**config.mk**
```make
export PLATFORM = sky130hd
export DESIGN_NAME = instr_encoder_loader
export DESIGN_NICKNAME = d
export VERILOG_FILES = /design/src/rtl/instr_encoder_loader.sv
export SDC_FILE = /design/constraint.sdc
export NUM_CORES = 1
export LEC_CHECK = 0
export CAP_MARGIN = 20
export CORE_ASPECT_RATIO = 1.75
export CORE_MARGIN = 3
export CORE_UTILIZATION = 50
export DETAILED_ROUTE_END_ITERATION = 8
export PLACE_DENSITY = 0.8
export SLEW_MARGIN = 20
export SYNTH_ARGS = -nofsm -noshare
export SYNTH_HDL_FRONTEND = slang
export SYNTH_SLANG_ARGS = --single-unit
```
**constraint.sdc**
```tcl
create_clock -name clk -period 2.1 [get_ports clk]
set_input_delay 0.21 -clock clk [delete_from_list [all_inputs] [get_ports clk]]
set_output_delay 0.21 -clock clk [all_outputs]
set_load 0.03 [all_outputs]
```
**src/rtl/instr_encoder_loader.sv**
```systemverilog
// instr_encoder_loader: packs decoded RV32I fields (I-type, S-type, shift)
// plus a 32-bit immediate into an instruction word, range-checks the
// immediate and streams legal words into instruction memory at sequential
// word addresses through a valid/ready write port.
//
// Handshakes: a transfer happens on a rising clock edge where both sides
// of a pair are high (in_valid && in_ready, wr_en && wr_ready); once
// raised, wr_en, wr_addr and wr_data stay stable until that edge.
//
// Optional feature macro: SELF_CHECK_EN re-decodes each legal word with
// the core's immediate rules and pulses chk_err on disagreement.
module instr_encoder_loader #(
    parameter int ADDR_W    = 8,
    parameter int DEPTH     = 256,
    parameter int BASE_ADDR = 0
) (
    input  logic              clk,
    input  logic              rst_n,
    input  logic              clear,
    input  logic              in_valid,
    output logic              in_ready,
    input  logic [1:0]        fmt,
    input  logic [6:0]        opcode,
    input  logic [2:0]        funct3,
    input  logic              funct7_5,
    input  logic [4:0]        rd,
    input  logic [4:0]        rs1,
    input  logic [4:0]        rs2,
    input  logic [31:0]       imm,
    output logic              wr_en,
    input  logic              wr_ready,
    output logic [ADDR_W-1:0] wr_addr,
    output logic [31:0]       wr_data,
    output logic              enc_err,
    output logic              full,
    output logic [ADDR_W:0]   count,
    output logic              chk_err
);

    localparam logic [ADDR_W:0]   DEPTH_C = (ADDR_W + 1)'(DEPTH);
    localparam logic [ADDR_W-1:0] BASE_C  = ADDR_W'(BASE_ADDR);

    typedef enum logic [1:0] {
        IDLE  = 2'd0,
        ENC   = 2'd1,
        WRITE = 2'd2,
        FULL  = 2'd3
    } state_t;

    typedef struct packed {
        logic [1:0]  fmt;
        logic [6:0]  opcode;
        logic [2:0]  funct3;
        logic        funct7_5;
        logic [4:0]  rd;
        logic [4:0]  rs1;
        logic [4:0]  rs2;
        logic [31:0] imm;
    } bundle_t;

    state_t              state_q, state_d;
    bundle_t             bun_q, bun_d;
    logic                in_ready_q, in_ready_d;
    logic                wr_en_q, wr_en_d;
    logic [ADDR_W-1:0]   wr_addr_q, wr_addr_d;
    logic [31:0]         wr_data_q, wr_data_d;
    logic                enc_err_q, enc_err_d;
    logic                full_q, full_d;
    logic [ADDR_W:0]     count_q, count_d;
    logic                chk_err_q, chk_err_d;

    logic [31:0]         enc_word;
    logic                enc_legal;
    logic                imm12_ok;
    logic                chk_mismatch;
    logic [ADDR_W:0]     count_inc;

    assign count_inc = count_q + 1'b1;

    // Pack the captured bundle and decide whether it is encodable.
    always_comb begin
        enc_word  = '0;
        enc_legal = 1'b0;
        // A 12-bit signed immediate fits when bits 31..11 are a pure sign run.
        imm12_ok  = (&bun_q.imm[31:11]) | ~(|bun_q.imm[31:11]);
        case (bun_q.fmt)
            2'd0: begin
                enc_word  = {bun_q.imm[11:0], bun_q.rs1, bun_q.funct3,
                             bun_q.rd, bun_q.opcode};
                enc_legal = imm12_ok;
            end
            2'd1: begin
                enc_word  = {bun_q.imm[11:5], bun_q.rs2, bun_q.rs1,
                             bun_q.funct3, bun_q.imm[4:0], bun_q.opcode};
                enc_legal = imm12_ok;
            end
            2'd2: begin
                enc_word  = {1'b0, bun_q.funct7_5, 5'b0, bun_q.imm[4:0],
                             bun_q.rs1, bun_q.funct3, bun_q.rd, bun_q.opcode};
                // Only SLLI (001, funct7_5=0) and SRLI/SRAI (101) exist.
                enc_legal = ~(|bun_q.imm[31:5]) &&
                            ((bun_q.funct3 == 3'b101) ||
                             (bun_q.funct3 == 3'b001 && !bun_q.funct7_5));
            end
            default: begin
                enc_word  = '0;
                enc_legal = 1'b0;
            end
        endcase
    end

`ifdef SELF_CHECK_EN
    logic [31:0] dec_imm;

    // Re-decode the packed word the way the core would and compare.
    always_comb begin
        dec_imm      = '0;
        chk_mismatch = 1'b0;
        if (bun_q.fmt == 2'd1) begin
            dec_imm = {{20{enc_word[31]}}, enc_word[31:25], enc_word[11:7]};
        end else if (enc_word[14:12] == 3'b101 && enc_word[30] &&
                     bun_q.fmt == 2'd2) begin
            dec_imm = {27'b0, enc_word[24:20]};
        end else begin
            dec_imm = {{20{enc_word[31]}}, enc_word[31:20]};
        end
        if (bun_q.fmt == 2'd2) begin
            chk_mismatch = (dec_imm[4:0] != bun_q.imm[4:0]);
        end else begin
            chk_mismatch = (dec_imm != bun_q.imm);
        end
    end
`else
    assign chk_mismatch = 1'b0;
`endif

    // Next-state and next-output logic; clear overrides every state.
    always_comb begin
        state_d    = state_q;
        bun_d      = bun_q;
        in_ready_d = in_ready_q;
        wr_en_d    = wr_en_q;
        wr_addr_d  = wr_addr_q;
        wr_data_d  = wr_data_q;
        enc_err_d  = 1'b0;
        full_d     = full_q;
        count_d    = count_q;
        chk_err_d  = 1'b0;
        if (clear) begin
            state_d    = IDLE;
            in_ready_d = 1'b1;
            wr_en_d    = 1'b0;
            wr_addr_d  = BASE_C;
            count_d    = '0;
            full_d     = 1'b0;
        end else begin
            case (state_q)
                IDLE: begin
                    in_ready_d = 1'b1;
                    if (in_valid) begin
                        bun_d      = '{fmt: fmt, opcode: opcode, funct3: funct3,
                                       funct7_5: funct7_5, rd: rd, rs1: rs1,
                                       rs2: rs2, imm: imm};
                        in_ready_d = 1'b0;
                        state_d    = ENC;
                    end
                end
                ENC: begin
                    if (enc_legal) begin
                        wr_data_d = enc_word;
                        wr_en_d   = 1'b1;
                        chk_err_d = chk_mismatch;
                        state_d   = WRITE;
                    end else begin
                        enc_err_d  = 1'b1;
                        in_ready_d = 1'b1;
                        state_d    = IDLE;
                    end
                end
                WRITE: begin
                    if (wr_ready) begin
                        wr_en_d   = 1'b0;
                        wr_addr_d = wr_addr_q + 1'b1;
                        count_d   = count_inc;
                        if (count_inc == DEPTH_C) begin
                            full_d     = 1'b1;
                            in_ready_d = 1'b0;
                            state_d    = FULL;
                        end else begin
                            in_ready_d = 1'b1;
                            state_d    = IDLE;
                        end
                    end
                end
                FULL: begin
                    full_d     = 1'b1;
                    in_ready_d = 1'b0;
                end
                default: begin
                    state_d    = IDLE;
                    in_ready_d = 1'b1;
                end
            endcase
        end
    end

    // State and registered outputs; reset drops wr_en immediately.
    always_ff @(posedge clk or negedge rst_n) begin
        if (!rst_n) begin
            state_q    <= IDLE;
            bun_q      <= '0;
            in_ready_q <= 1'b1;
            wr_en_q    <= 1'b0;
            wr_addr_q  <= BASE_C;
            wr_data_q  <= '0;
            enc_err_q  <= 1'b0;
            full_q     <= 1'b0;
            count_q    <= '0;
            chk_err_q  <= 1'b0;
        end else begin
            state_q    <= state_d;
            bun_q      <= bun_d;
            in_ready_q <= in_ready_d;
            wr_en_q    <= wr_en_d;
            wr_addr_q  <= wr_addr_d;
            wr_data_q  <= wr_data_d;
            enc_err_q  <= enc_err_d;
            full_q     <= full_d;
            count_q    <= count_d;
            chk_err_q  <= chk_err_d;
        end
    end

    assign in_ready = in_ready_q;
    assign wr_en    = wr_en_q;
    assign wr_addr  = wr_addr_q;
    assign wr_data  = wr_data_q;
    assign enc_err  = enc_err_q;
    assign full     = full_q;
    assign count    = count_q;
    assign chk_err  = chk_err_q;

endmodule

```
==> impl_metrics.env, run 1 <==
export IMPL_yosys_warnings=0
export IMPL_clock_latency_ps=410
export IMPL_die_h_um=139
export IMPL_worst_setup_path_end_kind="register"
export IMPL_first_pass_iters=4
export IMPL_grt_overflow_total=0
export IMPL_critPathMaxStageDelay_ps=420
export IMPL_finalPower_mw=8.05
export IMPL_htree_levels=4
export IMPL_slew_viol_final=0
export IMPL_combPwrFrac_pct=22.7
export IMPL_grt_pass1_wl_mm=21.1
export IMPL_p_per_area_nw_per_um2=1100
export IMPL_crit_slowest_cell="dfrtp_1"
export IMPL_clk_pin_slew_worst_paths_ps=50
export IMPL_fin_crit_ps=2190
export IMPL_regArea_sq_um=2880
export IMPL_violations="negative setup slack"
export IMPL_synth_cell_types=41
export IMPL_period_share_pct=104
export IMPL_filler_cell_count=650
export IMPL_avgSynthCellArea_sq_um=12.3
export IMPL_setup_viol_count_final=24
export IMPL_vias_per_cell=5.51
export IMPL_fin_cells=692
export IMPL_cts_buffer_depth=2
export IMPL_slew_limit_headroom_pct=48.7
export IMPL_ys_seq_area_share_pct=56.8
export IMPL_irDropWorstVdd_uv=865
export IMPL_layout_drive_gt1_share_pct=29.7
export IMPL_leakagePower_nw=3.25
export IMPL_grt_max_degree=44
export IMPL_grtUsageTotal_pct=24.8
export IMPL_rsz0062_at_grt="yes"
export IMPL_power_switching_mw=2.36
export IMPL_drtAntennaViolNets=0
export IMPL_path_class="reg -> reg"
export IMPL_grt_pass1_vias=4192
export IMPL_dp_cells=653
export IMPL_nets=624
export IMPL_final_hold_violation_count=0
export IMPL_max_clock_freq_mhz=458
export IMPL_hpwlAfterDp_mm=8.98
export IMPL_io_pins=119
export IMPL_start_kind="register"
export IMPL_synthesis_area_sq_um=5070
export IMPL_final_util_pct=74.5
export IMPL_layout_commonest_cell="clkdlybuf4s50_1"
export IMPL_crit_fanout=10
export IMPL_clock_root_buffer="clkbuf_16"
export IMPL_dp_slack_ps=-113
export IMPL_worst_pin_slew_ps=767
export IMPL_ys_ff_latch=115
export IMPL_cp_data_required_time_ps=2390
export IMPL_seqPwrFrac_pct=41.9
export IMPL_first_iter_violations=186
export IMPL_worst_ep_arrival_time_ps=2480
export IMPL_wl_per_cell_um=19.2
export IMPL_fin_hold_ws_ps=263
export IMPL_cts_sinks=115
export IMPL_cts_buffers_inserted=17
export IMPL_synthCells=412
export IMPL_clkPwrFrac_pct=35.4
export IMPL_area_growth_syn_to_layout_pct=44.7
export IMPL_fp_dieW_um=82.1
export IMPL_finalWorstSetupSlack_ps=-85.7
export IMPL_skew_ps=8.21
export IMPL_multi_input_area_sq_um=2240
export IMPL_status="finished, violations left"
export IMPL_final_cell_mix="116 x clkdlybuf4s50_1, 114 x dfrtp_1, 63 x mux2_2"
export IMPL_portBuffers=117
export IMPL_gp_congestion=0.800
export IMPL_drc=0
export IMPL_syn_nets=483
export IMPL_start_util_pct=51.5
export IMPL_cts_tree="built"
export IMPL_wl_mm=13.3
export IMPL_crit_family="simple AND/OR/NAND/NOR gates"
export IMPL_core_area_sq_um=9850
export IMPL_num_vias=3812
export IMPL_p_int_mw=5.70
export IMPL_hold_path_class="in -> async"
export IMPL_path_cells="nor4_4 > nand4_1 > buf_4 > or3_4 > a21o_1 > buf_12 > mux2_4"
export IMPL_die_area_sq_um=11400
export IMPL_antenna_found_initial=1
export IMPL_cp_num_buf_inv=2
export IMPL_drv_cap=0
export IMPL_p_sw_share_pct=29.3
export IMPL_fp_row_count=48
[cells by family after synthesis]
kind of cell	count (synthesis)	synth area share (%)
flops	115	56.8
simple gates	115	11.8
mux	72	16.7
compound gates	52	7.38
buf+inv	36	3.23
xor+xnor	15	2.59
fa+ha+maj	6	1.48
other cells	1	0.0740
[cell usage after synthesis]
cell / instances / share of area [%]
a31o_1: 2 / 0.35
o31ai_1: 1 / 0.15
buf_6: 3 / 0.67
mux2_4: 9 / 2.7
o21ai_0: 12 / 1.2
a21boi_0: 1 / 0.15
nor2_1: 24 / 1.8
or4_4: 1 / 0.22
nand4_1: 10 / 1.2
xnor2_1: 6 / 1.0
or3_4: 1 / 0.22
nand2b_1: 3 / 0.37
nor4_1: 7 / 0.86
buf_2: 2 / 0.20
nor4b_2: 1 / 0.30
o211ai_1: 2 / 0.30
or4_1: 1 / 0.15
a21bo_2: 1 / 0.20
a21oi_1: 8 / 0.79
clkbuf_1: 14 / 1.0
dfrtp_1: 114 / 56
inv_1: 16 / 1.2
dfstp_2: 1 / 0.52
a22o_1: 1 / 0.17
a221oi_1: 1 / 0.17
nand3_1: 8 / 0.79
and2_1: 1 / 0.12
nand2_1: 29 / 2.1
a21o_1: 3 / 0.44
and3_1: 23 / 2.8
mux2_2: 63 / 14
conb_1: 1 / 0.074
xor2_1: 9 / 1.6
and4_1: 1 / 0.17
nor3_1: 2 / 0.20
ha_1: 6 / 1.5
a31o_2: 18 / 3.1
nor2b_1: 3 / 0.37
buf_4: 1 / 0.15
a41oi_1: 1 / 0.17
a32o_1: 1 / 0.20
[area by class of cell]
class / instances / area share (%)
multi-input cells: 263 / 30.5
flip-flops and latches: 115 / 39.3
well taps: 125 / 2.13
clock inverters: 9 / 1.40
inverters: 16 / 0.819
clock buffers: 23 / 6.65
repair buffers: 140 / 19.2
diodes: 1 / 0.0341
[worst register-to-register path, stage by stage (launching register included)]
cell	delay [ps]
dfrtp_1	420
nor4_4	320
nand4_1	120
buf_4	170
or3_4	370
a21o_1	210
buf_12	160
mux2_4	300
[registers in the layout, indices dropped and copies added (netlist names)]
name      cells
wr_en         1
wr_data      32
enc_err       1
count         9
bun_q        60
wr_addr       8
in_ready      1
state_q       2
full          1
[metal layers]
| layer | part of all wire [%] | wire [um] | GRT usage (%) | vias up |
|---|---|---|---|---|
| li1 | - | - | - | 1753 |
| met1 | 36 | 4760 | 27.1 | 1899 |
| met2 | 56 | 7490 | 43.8 | 122 |
| met3 | 4.1 | 542 | 5.27 | 38 |
| met4 | 3.9 | 515 | 12.2 | 0 |
| met5 | 0 | 0 | 0 | - |
[per-stage QoR]
step                      cell area [sq um]  setup TNS (ps)
after detailed placement               6490           -2840
after global placement                 6490           -1150
after floorplan                        5070               0
after CTS                              7160           -1490
after global routing                   7330           -3320
final                                  7330           -1030
[power groups by stage]
| stage | sequential [mW] | clock [mW] | combinational [mW] |
|---|---|---|---|
| floorplan | 3.25 | 0 | 1.14 |
| global placement | 3.31 | 0 | 1.64 |
| detailed placement | 3.35 | 0 | 1.71 |
| CTS | 3.33 | 2.88 | 1.78 |
| global route | 3.44 | 2.98 | 2.02 |
| finish | 3.37 | 2.85 | 1.83 |
[final timing paths]
kind                           start           to  slack (ps)  cells past startpoint
min reg2reg                bun_q[41]  wr_data[19]         510                      1
min                            rst_n   wr_data[0]         260                      2
min in group clk             imm[15]    bun_q[15]         410                      2
max reg2reg                bun_q[19]  wr_data[23]         -90                      7
max                        bun_q[19]  wr_data[23]         -90                      7
max in group asynchronous      rst_n     bun_q[2]        1230                      3
[what timing repair did]
item / 4_1_cts / 5_1_grt
cloned: 2 / 0
hold endpoints to repair: 20 / 0
pin swaps: 6 / 13
gates resized for setup: 9 / 26
buffers inserted: 2 / 1
setup endpoints to repair: 31 / 32
hold buffers: 1 / 0
No activity file was read; power rests on OpenSTA's default activity.
==> inputs of run 2 (changes only) <==
--- a/config.mk
+++ b/config.mk
@@ -5,11 +5,13 @@
 export SDC_FILE = /design/constraint.sdc
 export NUM_CORES = 1
 export LEC_CHECK = 0
+export ABC_CLOCK_PERIOD_IN_PS = 2100
 export CAP_MARGIN = 20
 export CORE_ASPECT_RATIO = 1.75
 export CORE_MARGIN = 3
 export CORE_UTILIZATION = 50
 export DETAILED_ROUTE_END_ITERATION = 8
+export GPL_TIMING_DRIVEN = 0
 export PLACE_DENSITY = 0.8
 export SLEW_MARGIN = 20
 export SYNTH_ARGS = -nofsm -noshare
==> run 2 against run 1 <==
  * Core utilization fell by 1.1 points
  * The flow still finishes with violations (negative setup slack)
  * Critical endpoint is now wr_data[3]
  * Register-to-register slack barely moved
  * Critical path type unchanged
  * Via count did not move
==> impl_metrics.env, run 2 (synthesized netlist as in run 1, its figures left out) <==
export IMPL_leakagePower_nw=3.23
export IMPL_vias_per_cell=5.48
export IMPL_gp_congestion=0.782
export IMPL_layout_drive_gt1_share_pct=28.1
export IMPL_combPwrFrac_pct=22.2
export IMPL_first_iter_violations=125
export IMPL_core_area_sq_um=9850
export IMPL_fp_dieW_um=82.1
export IMPL_cp_data_required_time_ps=2390
export IMPL_die_h_um=139
export IMPL_area_growth_syn_to_layout_pct=42.6
export IMPL_grt_max_degree=64
export IMPL_critPathMaxStageDelay_ps=600
export IMPL_portBuffers=117
export IMPL_final_cell_mix="116 x clkdlybuf4s50_1, 114 x dfrtp_1, 63 x mux2_2"
export IMPL_cts_sinks=115
export IMPL_grt_pass1_wl_mm=20.8
export IMPL_final_util_pct=73.4
export IMPL_hpwlAfterDp_mm=9.00
export IMPL_clock_root_buffer="clkbuf_16"
export IMPL_irDropWorstVdd_uv=923
export IMPL_rsz0062_at_grt="yes"
export IMPL_grt_pass1_vias=4229
export IMPL_num_vias=3812
export IMPL_grtUsageTotal_pct=24.0
export IMPL_crit_family="simple AND/OR/NAND/NOR gates"
export IMPL_status="finished, violations left"
export IMPL_slew_viol_final=0
export IMPL_max_clock_freq_mhz=460
export IMPL_worst_setup_path_end_kind="register"
export IMPL_cts_buffers_inserted=17
export IMPL_htree_levels=4
export IMPL_reg2reg_depth=6
export IMPL_grt_overflow_total=0
export IMPL_antenna_found_initial=0
export IMPL_clock_latency_ps=410
export IMPL_first_pass_iters=4
export IMPL_nets=629
export IMPL_setup_viol_count_final=28
export IMPL_worst_ep_arrival_time_ps=2470
export IMPL_cts_tree="built"
export IMPL_p_per_area_nw_per_um2=1090
export IMPL_cts_buffer_depth=2
export IMPL_p_sw_share_pct=28.6
export IMPL_path_depth=6
export IMPL_finalPower_mw=7.88
export IMPL_wl_per_cell_um=18.1
export IMPL_path_cells="nor4_2 > nand4_1 > or4_4 > buf_6 > and3_1 > a31o_2"
export IMPL_largest_register_ffs=60
export IMPL_max_flop_register="bun_q"
export IMPL_clk_pin_slew_worst_paths_ps=50
export IMPL_start_util_pct=51.5
export IMPL_drtAntennaViolNets=0
export IMPL_wl_mm=12.6
export IMPL_power_switching_mw=2.25
export IMPL_crit_slowest_cell="or4_4"
export IMPL_slew_limit_headroom_pct=62.6
export IMPL_start_kind="register"
export IMPL_period_share_pct=104
export IMPL_fin_crit_ps=2170
export IMPL_cp_num_buf_inv=1
export IMPL_layout_commonest_cell="clkdlybuf4s50_1"
export IMPL_num_antenna_cells=0
export IMPL_io_pins=119
export IMPL_dp_slack_ps=-257
export IMPL_filler_cell_count=672
export IMPL_skew_ps=6.44
export IMPL_die_area_sq_um=11400
export IMPL_seqPwrFrac_pct=42.6
export IMPL_clkPwrFrac_pct=35.2
export IMPL_crit_fanout=9
export IMPL_fin_cells=695
export IMPL_drc=0
export IMPL_violations="negative setup slack"
export IMPL_hold_path_class="in -> async"
export IMPL_path_class="reg -> reg"
export IMPL_setup_tns_final_ps=-1300
export IMPL_finalWorstSetupSlack_ps=-74.4
export IMPL_final_hold_violation_count=0
export IMPL_p_int_mw=5.63
export IMPL_worst_pin_slew_ps=561
export IMPL_fp_row_count=48
export IMPL_dp_cells=655
export IMPL_drv_cap=0
==> run 2: cell count changes in the layout (fill, tap and decap cells not counted), sizes merged <==
cell / before / now
buf: 23 / 16
clkbuf: 23 / 35
clkinv: 4 / 5
or4: 4 / 2
diode: 1 / 0
==> run 2: area by class of cell <==
class	instances	area, sq um	area share, %
flip-flops and latches	115	2880	39.8
well taps	125	156	2.16
inverters	16	60.1	0.831
repair buffers	128	1300	18.0
clock buffers	21	470	6.51
multi-input cells	261	2140	29.6
clock inverters	10	108	1.49
plain buffers	19	119	1.64
==> run 2: what timing repair did <==
item,4_1_cts,5_1_grt
setup buffers,4,4
hold endpoints to repair,52,0
cloned,0,1
gates resized for setup,11,22
endpoints found under the setup margin,35,86
hold buffers,1,0
pin swaps,5,6
==> run 2: per-layer routing <==
layer | vias to the layer above | wire length (um) | share of wire (%) | global-route usage, %
met3 | 33 | 499 | 4.0 | 6.37
met1 | 1918 | 4520 | 36 | 26.0
met2 | 108 | 7140 | 57 | 42.4
met4 | 0 | 421 | 3.3 | 10.8
met5 | - | 0 | 0 | 0
li1 | 1753 | - | - | -
==> run 2: metrics by stage <==
| step | hold WS, ps | cell area, sq um |
|---|---|---|
| after CTS | 328 | 7100 |
| after global placement | 478 | 6400 |
| final | 308 | 7230 |
| after floorplan | -85.6 | 5070 |
| after global routing | 369 | 7230 |
| after detailed placement | 189 | 6420 |
==> run 2: power by group through the flow <==
stage	logic (mW)	registers [mW]	clock network (mW)
floorplan	1.14	3.25	0
global placement	1.58	3.31	0
detailed placement	1.67	3.35	0
CTS	1.72	3.35	2.82
global route	1.94	3.44	2.93
finish	1.75	3.36	2.78
==> run 2: final timing paths <==
check	from	slack [ps]	endpoint
min in group clk	rs1[1]	420	bun_q[38]
setup / recovery	bun_q[21]	-70	wr_data[3]
setup reg to reg	bun_q[21]	-70	wr_data[3]
hold reg to reg	bun_q[54]	500	bun_q[54]
hold / removal	rst_n	310	bun_q[53]
max in group asynchronous	rst_n	1090	in_ready
